--- config.mk ---
export PLATFORM = sky130hd
export DESIGN_NAME = serial_subtractor
export DESIGN_NICKNAME = d
export VERILOG_FILES = /design/src/rtl/arith_pkg.sv /design/src/rtl/FullSubtractor.sv /design/src/rtl/serial_subtractor.sv
export SDC_FILE = /design/constraint.sdc
export NUM_CORES = 1
export LEC_CHECK = 0
export CORE_ASPECT_RATIO = 0.8
export CORE_UTILIZATION = 50
export DETAILED_ROUTE_END_ITERATION = 7
export GPL_TIMING_DRIVEN = 0
export PLACE_DENSITY = 0.85
export SLEW_MARGIN = 20
export SYNTH_ARGS = -nofsm -noshare
export SYNTH_HDL_FRONTEND = slang
export SYNTH_SLANG_ARGS = --single-unit
--- constraint.sdc ---
create_clock -name clk -period 1.7 [get_ports clk]
set_input_delay 0.17 -clock clk [delete_from_list [all_inputs] [get_ports clk]]
set_output_delay 0.17 -clock clk [all_outputs]
set_load 0.02 [all_outputs]
--- src/rtl/arith_pkg.sv ---
// arith_pkg
//   Shared definitions for the bit-serial arithmetic blocks.
//   WIDTH_DEFAULT : default operand width
//   sub_state_t   : serial subtractor sequencing states
//   cnt_width()   : bit-counter width for a given operand width
package arith_pkg;

    localparam int WIDTH_DEFAULT = 32;

    typedef enum logic [1:0] {
        IDLE = 2'd0,
        RUN  = 2'd1,
        DONE = 2'd2
    } sub_state_t;

    // WIDTH is at least 2, so $clog2 never returns 0 here.
    function automatic int cnt_width(input int width);
        return $clog2(width);
    endfunction

endpackage

--- src/rtl/FullSubtractor.sv ---
// FullSubtractor
//   Combinational 1-bit full-subtractor cell: d = a - b - brIn.
//   a, b  : operand bits
//   brIn  : borrow in
//   d     : difference bit
//   brOut : borrow out
module FullSubtractor (
    input  logic a,
    input  logic b,
    input  logic brIn,
    output logic d,
    output logic brOut
);

    assign d     = a ^ b ^ brIn;
    assign brOut = (~a & b) | (~(a ^ b) & brIn);

endmodule

--- src/rtl/serial_subtractor.sv ---
// serial_subtractor
//   Bit-serial two's-complement subtractor, in1 - in2 - bIn, LSB first,
//   one bit per clock, with a start/busy/done handshake.
//   clk, rstN       : clock, synchronous active-low reset
//   start           : request; operands sampled on the accepting edge
//   in1, in2, bIn   : minuend, subtrahend, borrow-in
//   busy            : subtraction in progress
//   done            : one-cycle pulse, results valid
//   diff            : in1 - in2 - bIn mod 2^WIDTH
//   bOut, ovf, zero : final borrow, signed overflow, diff == 0
//
//   state | meaning
//   IDLE  | waiting for start
//   RUN   | shifting one bit per edge through the subtractor cell
//   DONE  | results valid, done pulse; start accepted back-to-back
module serial_subtractor
    import arith_pkg::*;
#(
    parameter int WIDTH = WIDTH_DEFAULT
) (
    input  logic             clk,
    input  logic             rstN,
    input  logic             start,
    input  logic [WIDTH-1:0] in1,
    input  logic [WIDTH-1:0] in2,
    input  logic             bIn,
    output logic             busy,
    output logic             done,
    output logic [WIDTH-1:0] diff,
    output logic             bOut,
    output logic             ovf,
    output logic             zero
);

    localparam int            CW       = cnt_width(WIDTH);
    localparam logic [CW-1:0] CNT_LAST = CW'(WIDTH - 1);

    sub_state_t       state_q, state_d;
    logic [CW-1:0]    cnt_q, cnt_d;
    logic [WIDTH-1:0] a_q, a_d;
    logic [WIDTH-1:0] b_q, b_d;
    logic             br_q, br_d;
    // Operand MSBs are kept aside because A and B are shifted away.
    logic             a_msb_q, a_msb_d;
    logic             b_msb_q, b_msb_d;
    logic [WIDTH-1:0] diff_q, diff_d;
    logic             bout_q, bout_d;
    logic             ovf_q, ovf_d;
    logic             zero_q, zero_d;
    logic             busy_q, busy_d;
    logic             done_q, done_d;

    logic             fs_d;
    logic             fs_br;
    logic [WIDTH-1:0] diff_shift;

    FullSubtractor u_fs (
        .a     (a_q[0]),
        .b     (b_q[0]),
        .brIn  (br_q),
        .d     (fs_d),
        .brOut (fs_br)
    );

    assign diff_shift = {fs_d, diff_q[WIDTH-1:1]};

    always_comb begin
        state_d = state_q;
        cnt_d   = cnt_q;
        a_d     = a_q;
        b_d     = b_q;
        br_d    = br_q;
        a_msb_d = a_msb_q;
        b_msb_d = b_msb_q;
        diff_d  = diff_q;
        bout_d  = bout_q;
        ovf_d   = ovf_q;
        zero_d  = zero_q;

        case (state_q)
            IDLE, DONE: begin
                if (start) begin
                    a_d     = in1;
                    b_d     = in2;
                    br_d    = bIn;
                    a_msb_d = in1[WIDTH-1];
                    b_msb_d = in2[WIDTH-1];
                    cnt_d   = '0;
                    state_d = RUN;
                end else begin
                    state_d = IDLE;
                end
            end
            RUN: begin
                diff_d = diff_shift;
                br_d   = fs_br;
                a_d    = {1'b0, a_q[WIDTH-1:1]};
                b_d    = {1'b0, b_q[WIDTH-1:1]};
                cnt_d  = cnt_q + CW'(1);
                if (cnt_q == CNT_LAST) begin
                    cnt_d   = '0;
                    state_d = DONE;
                    bout_d  = fs_br;
                    // fs_d is the result MSB on this final edge.
                    ovf_d   = (a_msb_q ^ b_msb_q) & (fs_d ^ a_msb_q);
                    zero_d  = (diff_shift == '0);
                end
            end
            default: state_d = IDLE;
        endcase

        busy_d = (state_d == RUN);
        done_d = (state_d == DONE);
    end

    always_ff @(posedge clk) begin
        if (!rstN) begin
            state_q <= IDLE;
            cnt_q   <= '0;
            a_q     <= '0;
            b_q     <= '0;
            br_q    <= 1'b0;
            a_msb_q <= 1'b0;
            b_msb_q <= 1'b0;
            diff_q  <= '0;
            bout_q  <= 1'b0;
            ovf_q   <= 1'b0;
            zero_q  <= 1'b1;
            busy_q  <= 1'b0;
            done_q  <= 1'b0;
        end else begin
            state_q <= state_d;
            cnt_q   <= cnt_d;
            a_q     <= a_d;
            b_q     <= b_d;
            br_q    <= br_d;
            a_msb_q <= a_msb_d;
            b_msb_q <= b_msb_d;
            diff_q  <= diff_d;
            bout_q  <= bout_d;
            ovf_q   <= ovf_d;
            zero_q  <= zero_d;
            busy_q  <= busy_d;
            done_q  <= done_d;
        end
    end

    assign busy = busy_q;
    assign done = done_q;
    assign diff = diff_q;
    assign bOut = bout_q;
    assign ovf  = ovf_q;
    assign zero = zero_q;

endmodule
# [Word level (Yosys, flattened, before mapping)]
# Cells that the tools add are included.
[classes] addsub=1 eq_ne=6 mux=12 n_bitwise=10 n_reduce_logical=7
[op_table] cell="32-bit one-hot mux with 2 select lines" n=2
[op_table] cell="32-bit two-way mux" n=2
[op_table] cell="32-bit zero test" n=1
[op_table] cell="5-bit two-way mux" n=2
[op_table] cell="5-bit one-hot mux with 2 select lines" n=1
[op_table] cell="2-bit AND reduction" n=3
[op_table] cell="5-bit by 1-bit adder with 5-bit output (second input constant)" n=1
[op_table] cell="5-bit == test (second input constant)" n=1
[op_table] cell="2-bit by 1-bit == test with 1-bit output (second input constant)" n=2
[op_table] cell="2-bit == test (second input constant)" n=2
[op_table] cell="2-bit one-hot mux with 2 select lines" n=1
[op_table] cell="1-bit XOR" n=4
[op_table] cell="1-bit bitwise AND" n=3
[op_table] cell="2-bit zero test" n=1
[op_table] cell="1-bit two-way mux" n=2
[op_table] cell="2-bit two-way mux" n=1
[op_table] cell="2-bit != test (second input constant)" n=1
[op_table] cell="1-bit NOT" n=2
[op_table] cell="1-bit one-hot mux with 2 select lines" n=1
[op_table] cell="2-bit nonzero test" n=1
[op_table] cell="2-bit OR reduction" n=1
[op_table] cell="1-bit bitwise OR" n=1
[word_totals] ff_bits=111 input_bits=68 output_inout_bits=37 word_cells=49

# [Depth between registers and ports, before layout]
# Gate-level depths: netlist (run 1).
[depth] depth_word=5 depth_mapped=7 depth_no_buf=6

# [Modules after synthesis]
# Synthesis (run 1) repeated with hierarchy kept, for this count alone.
[hier_totals] hier_cells=503 hier_area_um2=4899.7
[modules_own_cells] mod="serial_subtractor" instances=1 cells_per_inst=499 area_each_um2=4868.4 seq_area_each_um2=2222.1
[modules_own_cells] mod="FullSubtractor" instances=1 cells_per_inst=4 area_each_um2=31.3 seq_area_each_um2=0.0

# [Worst setup path after synthesis (run 1)]
# No wires, ideal clock.
[synth_timing] kind="register -> register" startpoint="reg br_q" endpoint="reg zero_q, in the netlist zero" setup_time_ps=95 arrival_time_ps=1434 required_ps=1605 slack_ps=170 stages_incl_launch_ff=6 path_buffers=0 synth_period_minus_slack_ps=1530 cell_sequence="dfxtp_1 -> inv_1 -> fa_1 -> nor4_1 -> nand4_1 -> o311ai_1"
[synth_between] elab_chain_len=2
[synth_lines] element="start: declaration" line_no="serial_subtractor.sv:42" rtl="logic br_q, br_d;"
[synth_lines] element="start signal: assignment" line_no="serial_subtractor.sv:136" rtl="br_q <= br_d;"
[synth_lines] element="1-bit XOR" line_no="FullSubtractor.sv:15" rtl="assign d = a ^ b ^ brIn;"
[synth_lines] element="named net fs_d" line_no="serial_subtractor.sv:53" rtl="logic fs_d;"
[synth_lines] element="32-bit zero test" line_no="serial_subtractor.sv:106" rtl="zero_d = (diff_shift == '0);"
[synth_lines] element="end signal: assignment" line_no="serial_subtractor.sv:142" rtl="zero_q <= zero_d;"
[synth_lines] element="end: declaration" line_no="serial_subtractor.sv:49" rtl="logic zero_q, zero_d;"
# The timed path passes the listed nets, and every way through them passes these cells.
# A chain may end at the register's enable or synchronous reset.

# [Worst setup path after layout (run 1)]
[layout_timing] startpoint="reg diff_q[31], in the netlist diff[31]" endpoint="out diff[31]"
[layout_rtl] element="start: declaration" line_no="serial_subtractor.sv:46" rtl="logic [WIDTH-1:0] diff_q, diff_d;"
[layout_rtl] element="start signal: assignment" line_no="serial_subtractor.sv:139" rtl="diff_q <= diff_d;"
[layout_rtl] element="end: declaration" line_no="serial_subtractor.sv:29" rtl="output logic [WIDTH-1:0] diff,"
# No word-level cell between the ends.

==> flow_summary.toml, run 1 <==
[outcome]
outcome = "finished, final reports clean"

[logic_synthesis]
synth_edf_count = 0
synth_area_per_cell_um2 = 9.17
synth.distinct_cells = 38
synth-xor-area-share = 0
syn_nets = 571
yosysTopAreaCellShare = 0.485
yosysSeqAreaShare = 0.485
synth-adder-area-share = 0.00982
yosysMostFrequentCell = "dfxtp_1"
synthSimpleGateAreaFrac = 0.289
synth_top_family_by_area = "simple AND/OR/NAND/NOR gates"
syn-cell-area_um2 = 4590
synth_commonest_cells = "dfxtp_1 (111), nand2_1 (73), nor2_1 (73), o22ai_1 (61), nor3_2 (60)"
muxShareOfSynthArea = 0
synth-compound-area-share = 0.152
synth-warning-count = 0
synthFlopType = "dfxtp_1"
ys_ff_latch = 111
async_flop_share = 0
yosysTopAreaCell = "dfxtp_1"
netlist_top_cells_area = "dfxtp_1 (48%), nor3_2 (13%), o22ai_1 (8.3%)"
synth_cells = 500

[timing]
finalSetupViolations = 0
skew_ns = 0.0133
post-route-period-util = 0.959
setup_ws_ns = 0.0695
setup_tns_ns = 0
whs_ns = 0.438
grt_setup_unrepaired = "false"
hold_viol = 0
clock.fmax_ghz = 0.613
fin_crit_ns = 1.63
drv_slew = 0
timing.slew.headroom = 0.552
tightest_slew_ns = 0.673

[clock_network]
cts_sinks = 111
htreeDepth = 3
clk_latency_ns = 0.34
cts-root-buf = "clkbuf_16"
clk_pin_slew_ns = 0.07
cts_tree = "yes"
clock_path_buffers = 2
cts_buffers = 9

[cells_and_area]
final_area_um2 = 6110
nets = 687
filler_cell_count = 651
drive_gt1_frac = 0.210
finalNonFillerCells = 732
utilization = 0.705
area_growth_syn_to_layout_pct = 33.3
antenna_cells = 0

[critical_path]
cp-end-kind = "output pin"
crit_arrival_ns = 1.46
crit_family = "buffers and inverters"
worstPathCellList = "clkdlybuf4s50_1"
cpMaxStageDelayCell = "clkdlybuf4s50_1"
crit_buf_inv = 1
path_max_fanout = 4
max_stage_delay_ns = 0.67
cp-start-kind = "flip-flop"
cp.required_ns = 1.53
critPathKind = "flip-flop to output pin"

[routing]
postRouteWirelength_um = 11100
ant_nets = 0
num_vias = 4001
drtIter0Drc = 256
vias_per_cell = 5.47
remaining_drc_errors = 0
avgRoutedWirePerCell_um = 15.2
firstDrtPassIters = 4

[die]
core_um2 = 8670
start_util = 0.529
die_h_um = 87.7
dieArea_um2 = 9560
die_w_um = 109
fp-row-count = 30
io_pins = 105

[power]
clkPwrFrac = 0.354
seqPwrFrac = 0.477
vdd_drop_max_uv = 596
leakage_nw = 2.21
intPower_mw = 4.44
p_sw_mw = 1.58
pwr-share-comb = 0.169
power.total_mw = 6.02
power_per_cell_area_nw_per_um2 = 985
p_sw_frac = 0.262

[placed_design]
dpl_cell_area_um2 = 5770
place_ws_ns = -0.0621
hpwl_um = 7910
numPortBuffers = 104
place_congestion = 0.849
placedCellCount = 716

[grt]
grt_pass1_wl_um = 18100
grt_start_max_net_pins = 19
antenna_found_initial = 0
grt.overflow.total = 0
grt_pass1_vias = 3950
track_usage = 0.240

[job]
max_cap_violations = 0

[hold_path]
min_path_type = "input pin to flip-flop"
## final timing paths
| kind | from | endpoint | slack [ns] | cells past startpoint |
|---|---|---|---|---|
| min | in1[31] | a_q[31] | 0.44 | 3 |
| max reg2reg | br_q | ovf | 0.08 | 6 |
| max | diff[31] | diff[31] | 0.07 | 1 |
| min reg2reg | b_q[31] | b_q[31] | 0.47 | 2 |
## state kept, by name (all words and copies together), names as in the netlist, 2 cells and up
register and cells:
cnt_q 5, state_q 2, diff 32, b_q 32
a_q 32
## layer usage
metal | up-vias | track usage | wire [um]
met2 | 99 | 0.409 | 5430
met4 | 0 | 0.0590 | 94
met3 | 10 | 0.0499 | 528
met5 | - | 0 | 0
met1 | 1897 | 0.312 | 5040
li1 | 1995 | - | -
## power groups by stage
stage,Combinational (mW),Clock (mW),Sequential [mW]
2_1_floorplan,0.670,0,2.91
3_3_place_gp,0.954,0,2.91
3_5_place_dp,0.989,0,2.92
4_1_cts,1.00,2.16,2.87
5_1_grt,1.12,2.28,2.89
6_report,1.02,2.13,2.87
## cell type report
| cell class | count | area [um2] | area share |
|---|---|---|---|
| Timing Repair Buffer | 105 | 1050 | 0.171 |
| Inverter | 3 | 11.3 | 0.00184 |
| Sequential cell | 111 | 2220 | 0.364 |
| Tap cell | 112 | 140 | 0.0229 |
| Multi-Input combinational cell | 346 | 2100 | 0.344 |
| Buffer | 40 | 284 | 0.0464 |
| Clock inverter | 5 | 65.1 | 0.0106 |
| Clock buffer | 10 | 239 | 0.0391 |
## timing repair
item | in CTS | in global routing
setup buffers | 0 | 1
endpoints found under the setup margin | 2 | 3
hold buffers | 0 | 0
endpoints found under the hold margin | 0 | 0
pin swaps | 1 | 5
gates resized for setup | 3 | 6
## layout by cell type (no fill, tap or decap), types with 3 or more instances in the layout
cell type / instances
dfxtp_1: 109
clkdlybuf4s50_1: 104
nor2_1: 73
nand2_1: 72
o22ai_1: 61
nor3_2: 60
a21oi_1: 31
buf_2: 14
a21oi_2: 10
clkbuf_16: 9
buf_6: 8
buf_1: 7
nor4_1: 7
buf_4: 6
nor3_1: 5
buf_8: 3
## cell families after synthesis
logic type | count (synthesis)
buf+inv | 43
compound gates | 111
flops | 111
fa+ha+maj | 3
simple gates | 232
Note: power is estimated with default switching activity, not from simulation.
==> run 2, diff against run 1 <==
--- a/config.mk
+++ b/config.mk
@@ -6,6 +6,7 @@
 export NUM_CORES = 1
 export LEC_CHECK = 0
 export CORE_ASPECT_RATIO = 0.8
+export CORE_MARGIN = 3
 export CORE_UTILIZATION = 50
 export DETAILED_ROUTE_END_ITERATION = 7
 export GPL_TIMING_DRIVEN = 0
==> run 2 against run 1 <==
Flip-flop and latch count is the same. Global-route usage shrank 1.9 points. Largest cell class unchanged. Non-clock buffer count grew 1. Critical path depth is the same. Sequential power is essentially flat. Power shrank 2.5%. Cell count grew 0.27%. Cell area shrank 0.33%. First-iteration DRC count grew 0.39%. Clock skew shrank 0.0080 ns.
==> flow_summary.toml, run 2 (same netlist as run 1, synthesis figures left out) <==
[outcome]
outcome = "finished, final reports clean"

[critical_path]
rrSetupSlack_ns = 0.08
crit_family = "buffers and inverters"
cp.required_ns = 1.53
crit_buf_inv = 1
cp-start-kind = "flip-flop"
cp-end-kind = "output pin"
r2r_cells = 7
r2r-start = "cnt_q[0]"
max_stage_delay_ns = 0.67
worstPathCellList = "clkdlybuf4s50_1"
cpMaxStageDelayCell = "clkdlybuf4s50_1"
cp.depth = 1
r2r-end = "cnt_q[3]"
path_max_fanout = 4
crit_arrival_ns = 1.47
critPathKind = "flip-flop to output pin"

[cells_and_area]
finalNonFillerCells = 734
layout_common_cells = "dfxtp_1 (110), clkdlybuf4s50_1 (104), nor2_1 (73)"
area_growth_syn_to_layout_pct = 32.9
drive_gt1_frac = 0.207
antenna_cells = 0
final_area_um2 = 6090
nets = 688
mostFrequentLayoutCell = "dfxtp_1"
filler_cell_count = 690

[die]
die_h_um = 91.7
fp-row-count = 30
dieArea_um2 = 10400
start_util = 0.527
io_pins = 105
die_w_um = 113
core_um2 = 8710

[placed_design]
numPortBuffers = 104
hpwl_um = 8030
dpl_cell_area_um2 = 5770
place_ws_ns = -0.0877
place_congestion = 0.804
placedCellCount = 716

[clock_network]
htreeDepth = 3
cts_tree = "yes"
clk_latency_ns = 0.34
clock_path_buffers = 2
clk_pin_slew_ns = 0.07
cts_buffers = 9
cts-root-buf = "clkbuf_16"
hold_buffers = 0
cts_sinks = 111

[timing]
clock.fmax_ghz = 0.609
tightest_slew_ns = 0.690
finalSetupViolations = 0
skew_ns = 0.00533
grt_setup_unrepaired = "false"
post-route-period-util = 0.966
setup_ws_ns = 0.0578
timing.slew.headroom = 0.540
drv_slew = 0
hold_viol = 0
fin_crit_ns = 1.64

[hold_path]
min_path_type = "input pin to flip-flop"
hold_end = "a_q[31]"
hold_path.startpoint = "in1[31]"
worstHoldPathCells = 3

[power]
power.total_mw = 5.87
vdd_drop_max_uv = 609
p_sw_mw = 1.57
p_sw_frac = 0.267
seqPwrFrac = 0.489
leakage_nw = 2.19
intPower_mw = 4.30
power_per_cell_area_nw_per_um2 = 963
clkPwrFrac = 0.336
pwr-share-comb = 0.175

[grt]
antenna_found_initial = 0
grt_start_max_net_pins = 18
grt.overflow.total = 0
track_usage = 0.222
grt_pass1_vias = 3954
grt_pass1_wl_um = 18900

[routing]
avgRoutedWirePerCell_um = 15.4
postRouteWirelength_um = 11300
remaining_drc_errors = 0
num_vias = 4044
vias_per_cell = 5.51
firstDrtPassIters = 5
ant_nets = 0
drtIter0Drc = 257

[job]
max_cap_violations = 0
## run 2: layer usage
metal	global-route usage	share of wire	up-vias
li1	-	-	1992
met1	0.296	0.45	1921
met2	0.356	0.48	119
met3	0.0587	0.060	12
met4	0.0591	0.011	0
met5	0	0	-
## run 2: worst max path at each step
stage	slack, ns	from	to
after global routing	0.01	cnt_q[0]	cnt_q[3]
final	0.06	diff[31]	diff[31]
after detailed placement	-0.09	br_q	zero
after CTS	0.002	br_q	zero
after floorplan	0.17	br_q	zero
after global placement	-0.02	br_q	zero
## run 2: metrics by stage
step / hold WS (ns) / TNS [ns] / utilization
2_1_floorplan: 0.248 / 0 / -
3_3_place_gp: 0.444 / -0.0239 / 0.662
3_5_place_dp: 0.461 / -0.128 / 0.662
4_1_cts: 0.400 / 0 / 0.696
5_1_grt: 0.412 / 0 / 0.700
6_report: 0.412 / 0 / 0.700
## run 2: area by class of cell
class	count	area, um2	area share
buffer	40	284	0.0466
clock buffer	12	246	0.0404
clock inverter	4	31.3	0.00513
inverter	3	11.3	0.00185
multi-input combinational	346	2100	0.345
sequential	111	2220	0.365
tap	112	140	0.0230
timing repair buffer	106	1060	0.173
## run 2: power groups by stage
stage	logic [mW]	registers, mW	clock network (mW)
finish	1.03	2.87	1.97
global route	1.13	2.89	2.11
CTS	1.00	2.87	2.00
detailed placement	0.985	2.92	0
global placement	0.953	2.91	0
floorplan	0.670	2.91	0
## run 2: what timing repair did
action,CTS,global route
pin swaps,0,5
setup endpoints to repair,2,3
buffers inserted,0,2
gates resized for setup,4,4
hold endpoints to repair,0,0
==> run 3, diff against run 2 <==
--- a/config.mk
+++ b/config.mk
@@ -8,6 +8,7 @@
 export CORE_ASPECT_RATIO = 0.8
 export CORE_MARGIN = 3
 export CORE_UTILIZATION = 50
+export CTS_CLUSTER_SIZE = 25
 export DETAILED_ROUTE_END_ITERATION = 7
 export GPL_TIMING_DRIVEN = 0
 export PLACE_DENSITY = 0.85
==> results of run 3 <==
The final DEF is identical to that of run 2; final timing and power are the same.
